## src/rtl/conv_lut_quant.sv

```systemverilog
`default_nettype none
// ============================================================================
//  Module      : conv_lut_quant
//  Description : Two-stage requantisation pipeline for the conv datapath.
//                Maps LANES parallel IN_W-bit activations to OUT_W-bit codes,
//                either through a shared runtime-programmable table (mode 0)
//                or by keeping the top OUT_W bits of each lane (mode 1).
//                Valid/ready on both sides; back-pressure stalls both stages.
//  Revision    : 1.0 - initial release
// ============================================================================
module conv_lut_quant #(
    parameter int LANES = 4,
    parameter int IN_W  = 4,
    parameter int OUT_W = 2
) (
    input  logic                   clk,
    input  logic                   rst,
    input  logic                   in_valid,
    output logic                   in_ready,
    input  logic [LANES*IN_W-1:0]  in_data,
    input  logic                   in_mode,
    output logic                   out_valid,
    input  logic                   out_ready,
    output logic [LANES*OUT_W-1:0] out_data,
    input  logic                   cfg_we,
    input  logic [IN_W-1:0]        cfg_addr,
    input  logic [OUT_W-1:0]       cfg_data
);

    localparam int c_DEPTH = 2**IN_W;

    // Shared lookup table, one OUT_W-bit entry per possible input code
    logic [OUT_W-1:0]       r_table [c_DEPTH];

    // Stage 1: captured input beat and its mode
    logic                   r_s1_valid;
    logic [LANES*IN_W-1:0]  r_s1_data;
    logic                   r_s1_mode;

    // Stage 2: result registers, driven straight onto the output port
    logic                   r_out_valid;
    logic [LANES*OUT_W-1:0] r_out_data;

    logic                   w_stall;
    logic [LANES*OUT_W-1:0] w_lookup;

    // A full output stage that is not being drained freezes the whole pipe
    assign w_stall   = r_out_valid & ~out_ready;
    assign in_ready  = ~w_stall;
    assign out_valid = r_out_valid;
    assign out_data  = r_out_data;

    // Per-lane result: table entry or top OUT_W bits of the lane, by beat mode
    generate
        for (genvar k = 0; k < LANES; k++) begin : g_lane
            logic [IN_W-1:0] w_lane_in;
            assign w_lane_in = r_s1_data[k*IN_W +: IN_W];
            assign w_lookup[k*OUT_W +: OUT_W] = r_s1_mode ? w_lane_in[IN_W-1 -: OUT_W]
                                                          : r_table[w_lane_in];
        end
    endgenerate

    // Table storage: reset restores the MSB-threshold map (code 1 iff MSB set);
    // a write lands at the edge, so a lookup on the same edge sees the old value
    always_ff @(posedge clk) begin
        if (rst) begin
            for (int i = 0; i < c_DEPTH; i++) begin
                r_table[i] <= OUT_W'(i >> (IN_W-1));
            end
        end else if (cfg_we) begin
            r_table[cfg_addr] <= cfg_data;
        end
    end

    // Pipeline advance: both stages move together or hold together; a stalled
    // output stage keeps its data and never re-reads the table
    always_ff @(posedge clk) begin
        if (rst) begin
            r_s1_valid  <= 1'b0;
            r_s1_data   <= '0;
            r_s1_mode   <= 1'b0;
            r_out_valid <= 1'b0;
            r_out_data  <= '0;
        end else if (!w_stall) begin
            r_s1_valid  <= in_valid;
            if (in_valid) begin
                r_s1_data <= in_data;
                r_s1_mode <= in_mode;
            end
            r_out_valid <= r_s1_valid;
            if (r_s1_valid) begin
                r_out_data <= w_lookup;
            end
        end
    end

endmodule
`default_nettype wire

```

## config.mk

```make
export PLATFORM = sky130hd
export DESIGN_NAME = conv_lut_quant
export DESIGN_NICKNAME = d
export VERILOG_FILES = /design/src/rtl/conv_lut_quant.sv
export SDC_FILE = /design/constraint.sdc
export NUM_CORES = 1
export LEC_CHECK = 0
export BUFFER_PORTS_ARGS = -buffer_cell sky130_fd_sc_hd__buf_2
export CORE_MARGIN = 2
export CORE_UTILIZATION = 44
export CTS_BUF_LIST = sky130_fd_sc_hd__clkbuf_2 sky130_fd_sc_hd__clkbuf_4 sky130_fd_sc_hd__clkbuf_8
export CTS_CLUSTER_SIZE = 25
export DETAILED_ROUTE_END_ITERATION = 8
export GPL_ROUTABILITY_DRIVEN = 0
export RECOVER_POWER = 25
export SLEW_MARGIN = 25
export SYNTH_ARGS = -nofsm -noshare
export SYNTH_HDL_FRONTEND = slang
export SYNTH_SLANG_ARGS = --single-unit
```

## constraint.sdc

```tcl
create_clock -name clk -period 1.55 [get_ports clk]
set_clock_uncertainty 0.1 [all_clocks]
set_input_delay 0.155 -clock clk [delete_from_list [all_inputs] [get_ports clk]]
set_output_delay 0.155 -clock clk [all_outputs]
set_load 0.02 [all_outputs]
```

Word-level counts from Yosys, hierarchy flattened. Memory sizes are Yosys's and may differ from the RTL's. A register that Yosys moved wholly into a read port is not among the register bits. Index checks and enable logic that the tools add are counted.

Memories kept: 1. Bits of input ports: 28. Memory bits (writable): 32. Bits in registers: 27. Logic and storage cells: 32.

Mux-type cells: 20. Bitwise gates (word level): 3. Reduce and logical (&&, ||, !) cells: 3.

Memories: r_table (words 16, bits a word 2, read ports 4, clocked after Yosys merged registers in 4, wr ports 16, RTL line 33) `logic [OUT_W-1:0] r_table [c_DEPTH];`.

Operator list (number): 2-to-1 mux 4 bit (9); 2-to-1 mux 2 bit (5); 2-to-1 mux 1 bit (6); AND reduction 2 bit (2); NOT 1 bit (2); OR reduction 2 bit (1); bitwise AND 1 bit (1).

Depth between registers and ports, before layout.
Depth in word-level cells: 6. Depth in mapped cells: 7. Gate-level depth less buffers: 5.

Worst setup path before layout. OpenSTA, ideal clock, no wires.

Kind: reg2reg. Start: register r_out_valid (netlist: out_valid). End: register r_out_data[5] (netlist: out_data[5]). Setup slack: -0.095 ns. Arrival time: 1.471 ns. Library setup time: 0.074 ns. Clock period less this slack: 1.645 ns. Data required time: 1.376 ns. Cell stages (with the launch flop): 7. Cells stage by stage: dfxtp_1 -> nor2b_4 -> inv_1 -> a21oi_2 -> buf_4 -> a221oi_1 -> a31oi_1.

Word-level cells in the longest chain between the ends: 3.

RTL lines: start: declaration (RTL line 41) `logic r_out_valid;`; start signal: assignment (RTL line 90) `r_out_valid <= r_s1_valid;`; bitwise AND 1 bit (RTL line 48) `assign w_stall = r_out_valid & ~out_ready;`; NOT 1 bit (no line); via in_ready (RTL line 19) `output logic in_ready,`; AND reduction 2 bit (no line); end signal: assignment (RTL line 92) `r_out_data <= w_lookup;`; end: declaration (RTL line 42) `logic [LANES*OUT_W-1:0] r_out_data;`.

The timed path passes the listed nets, and every way through them passes these cells. A chain may end at the register's enable or synchronous reset.

==> results.ini <==
[status]
outcome = finished with violations
failed_checks = negative hold slack, negative setup slack

[worst_setup_path]
crit_type = register to register
critPathRequiredTime_ns = 1.67
critPathArrivalTime_ns = 1.81
rrSetupSlack_ns = -0.14
crit_end = out_data[5]
reg2reg_depth = 4
end_kind = register
startpoint_type = register
r2r-start = r_table[11][1]
worstReg2RegEnd = out_data[5]
crit_fanout = 4
worstSetupStartpoint = r_table[11][1]

[detailed_routing]
routedWlPerCell_um = 19.39
vias = 3150
routed_via_density = 5.823
dr.pass1.iters = 5
routed_wl_um = 10490
drc_errors = 0
ant_nets = 0
drtIter0Drc = 262

[sta]
hold_viol = 1
slew_headroom_pct = 50.79
worst_slack_ns = -0.1369
holdWs_ns = -0.003738
fin_setup_tns_ns = -0.6913
rsz0062_at_grt = yes
worstMarginPinSlew_ns = 0.7381
min_period_over_period_pct = 108.8
setup_viol = 12
min_period_ns = 1.687
finalMaxSlewViolations = 0
fmax_mhz = 592.8

[die]
row_count = 34
fp.dieH_um = 98.86
ios = 38
die_area_sq_mm = 0.009772
die_x_um = 98.86
initial_core_util_pct = 45.39
core_sq_mm = 0.008721

[power]
p_per_area_mw_per_mm2 = 962.5
combPwrFrac_pct = 15.9
power.switching_uw = 1205
clkPwrFrac_pct = 34.2
power.internal_uw = 3434
p_total_uw = 4639
p_leak_uw = 0.001749
p_seq_share_pct = 49.9
p_sw_share_pct = 25.97
peakVddDrop_uv = 438.2

[clock_network]
ctsLongestPathBuffers = 2
clock_latency_ns = 0.36
cts_made_buffers = 9
root_buffer = clkbuf_8
clock_sinks = 75
clkTransAtPathRegs_ns = 0.08
cts_htree_levels = 3
cts_tree = done

[layout]
num_antenna_cells = 0
final_core_util_pct = 55.27
num-fill-cells = 762
final_cell_mix = nand2_1, dfxtp_1, mux2_2, buf_2, edfxtp_1
regArea_sq_mm = 0.001837
fin_nets = 456
area_growth_pct = 21.74
multi_input_area_sq_mm = 0.001989
drive_above_1_share_pct = 38.11
mostFrequentLayoutCell = nand2_1
final_cell_area_sq_mm = 0.004820

[yosys]
synth_top_cell_area_share_pct = 24.27
yosysUniqueCellTypes = 35
synth_area_sq_mm = 0.003959
synth_nets = 381
synthArstFlopShare_pct = 0
synthesis.instances = 353
synth-edff-count = 32
synth_top_flop_cell = dfxtp_1
ys_seq_area_share_pct = 46.02
postSynthAreaPerCell_sq_um = 11.21
yosys-top-cells-area = edfxtp_1, dfxtp_1, mux2_2
synth_warnings = 0
ys_seq_elements = 75
synth_top_cell_by_area = edfxtp_1

[grt]
grtUsageTotal_pct = 22.25
grt_pass1_vias = 3135
grt-ovfl-total = 0
antenna_found_initial = 0
grt_start_max_net_pins = 28
grt_pass1_wl_um = 16470

[place]
place_area_sq_mm = 0.004441
numPortBuffers = 37
place_hpwl_um = 7688

[job]
maxCapViolCount = 0

[hold_path]
min_path_type = input pin to register

[repair_timing]
item,CTS,global route
endpoints found under the setup margin,8,9
hold endpoints to repair,28,0
pin swaps,2,4
resized for setup,32,10
hold buffers,16,0
setup buffers,1,2
[cells in the mapped netlist, types with 2 or more instances]
| cell type | instances |
|---|---|
| clkbuf_1 | 8 |
| a221oi_1 | 8 |
| nand2b_1 | 14 |
| nor2_1 | 16 |
| or3_1 | 3 |
| edfxtp_1 | 32 |
| nor4_1 | 3 |
| or2_2 | 12 |
| nor3b_1 | 8 |
| a21oi_1 | 18 |
| a222oi_1 | 8 |
| inv_1 | 2 |
| buf_2 | 8 |
| a31oi_1 | 8 |
| a22oi_1 | 8 |
| mux2_2 | 40 |
| nor3_1 | 15 |
| nand2_1 | 50 |
| buf_1 | 2 |
| dfxtp_1 | 43 |
| and2_1 | 10 |
| o21bai_1 | 3 |
| buf_6 | 4 |
| nor2b_1 | 2 |
| mux4_1 | 16 |
| nand3b_1 | 3 |
[per-layer routing]
layer  track usage (%)  share of wire, %
met1             29.57                44
met2             35.71                47
met3             3.688               5.3
met4             10.12               3.2
met5                 0                 0
[cell type report]
type | instances | area share [%]
inverters | 2 | 0.1558
flip-flops and latches | 75 | 38.11
multi-input cells | 253 | 41.28
clock inverters | 4 | 1.012
well taps | 108 | 2.804
repair buffers | 87 | 13.34
clock buffers | 12 | 3.297
[worst max-delay path, cell delays in order, from the launching register on]
cell      delay [ns]
edfxtp_1        0.53
mux4_2          0.50
mux2_4          0.28
nand2_2         0.08
a31oi_1         0.07
[worst min-delay path by stage]
stage / from / to / depth (start not counted)
3_5_place_dp: in_data[4] / r_s1_data[4] / 3
6_report: in_data[15] / register / 3
5_1_grt: in_data[15] / register / 3
2_1_floorplan: in_mode / r_s1_mode / 2
4_1_cts: in_data[12] / register / 3
3_3_place_gp: in_data[8] / register / 3
[cell families (layout without fill, tap and decap cells)]
logic type / count (synthesis) / count (layout) / share of synthesized area [%]
AO/OA/AOI/OAI: 55 / 55 / 9.893
buffers and inverters: 25 / 105 / 3.477
flip-flops: 75 / 75 / 46.02
multiplexers: 56 / 56 / 22.00
AND/OR/NAND/NOR: 142 / 142 / 18.62
[through the flow]
stage          cells  worst slack, ns
2_1_floorplan    353         0.005907
3_3_place_gp     506          -0.1360
3_5_place_dp     506          -0.1515
4_1_cts          539         -0.09436
5_1_grt          541          -0.1622
6_report         541          -0.1369
[power by group through the flow]
| stage | Sequential, uW | Combinational [uW] | Clock [uW] |
|---|---|---|---|
| after floorplan | 2300 | 448 | 0 |
| after CTS | 2310 | 729 | 1610 |
| after global routing | 2330 | 798 | 1690 |
| final | 2320 | 738 | 1580 |
| after global placement | 2340 | 657 | 0 |
| after detailed placement | 2350 | 663 | 0 |
(Power assumes the default switching activity.)
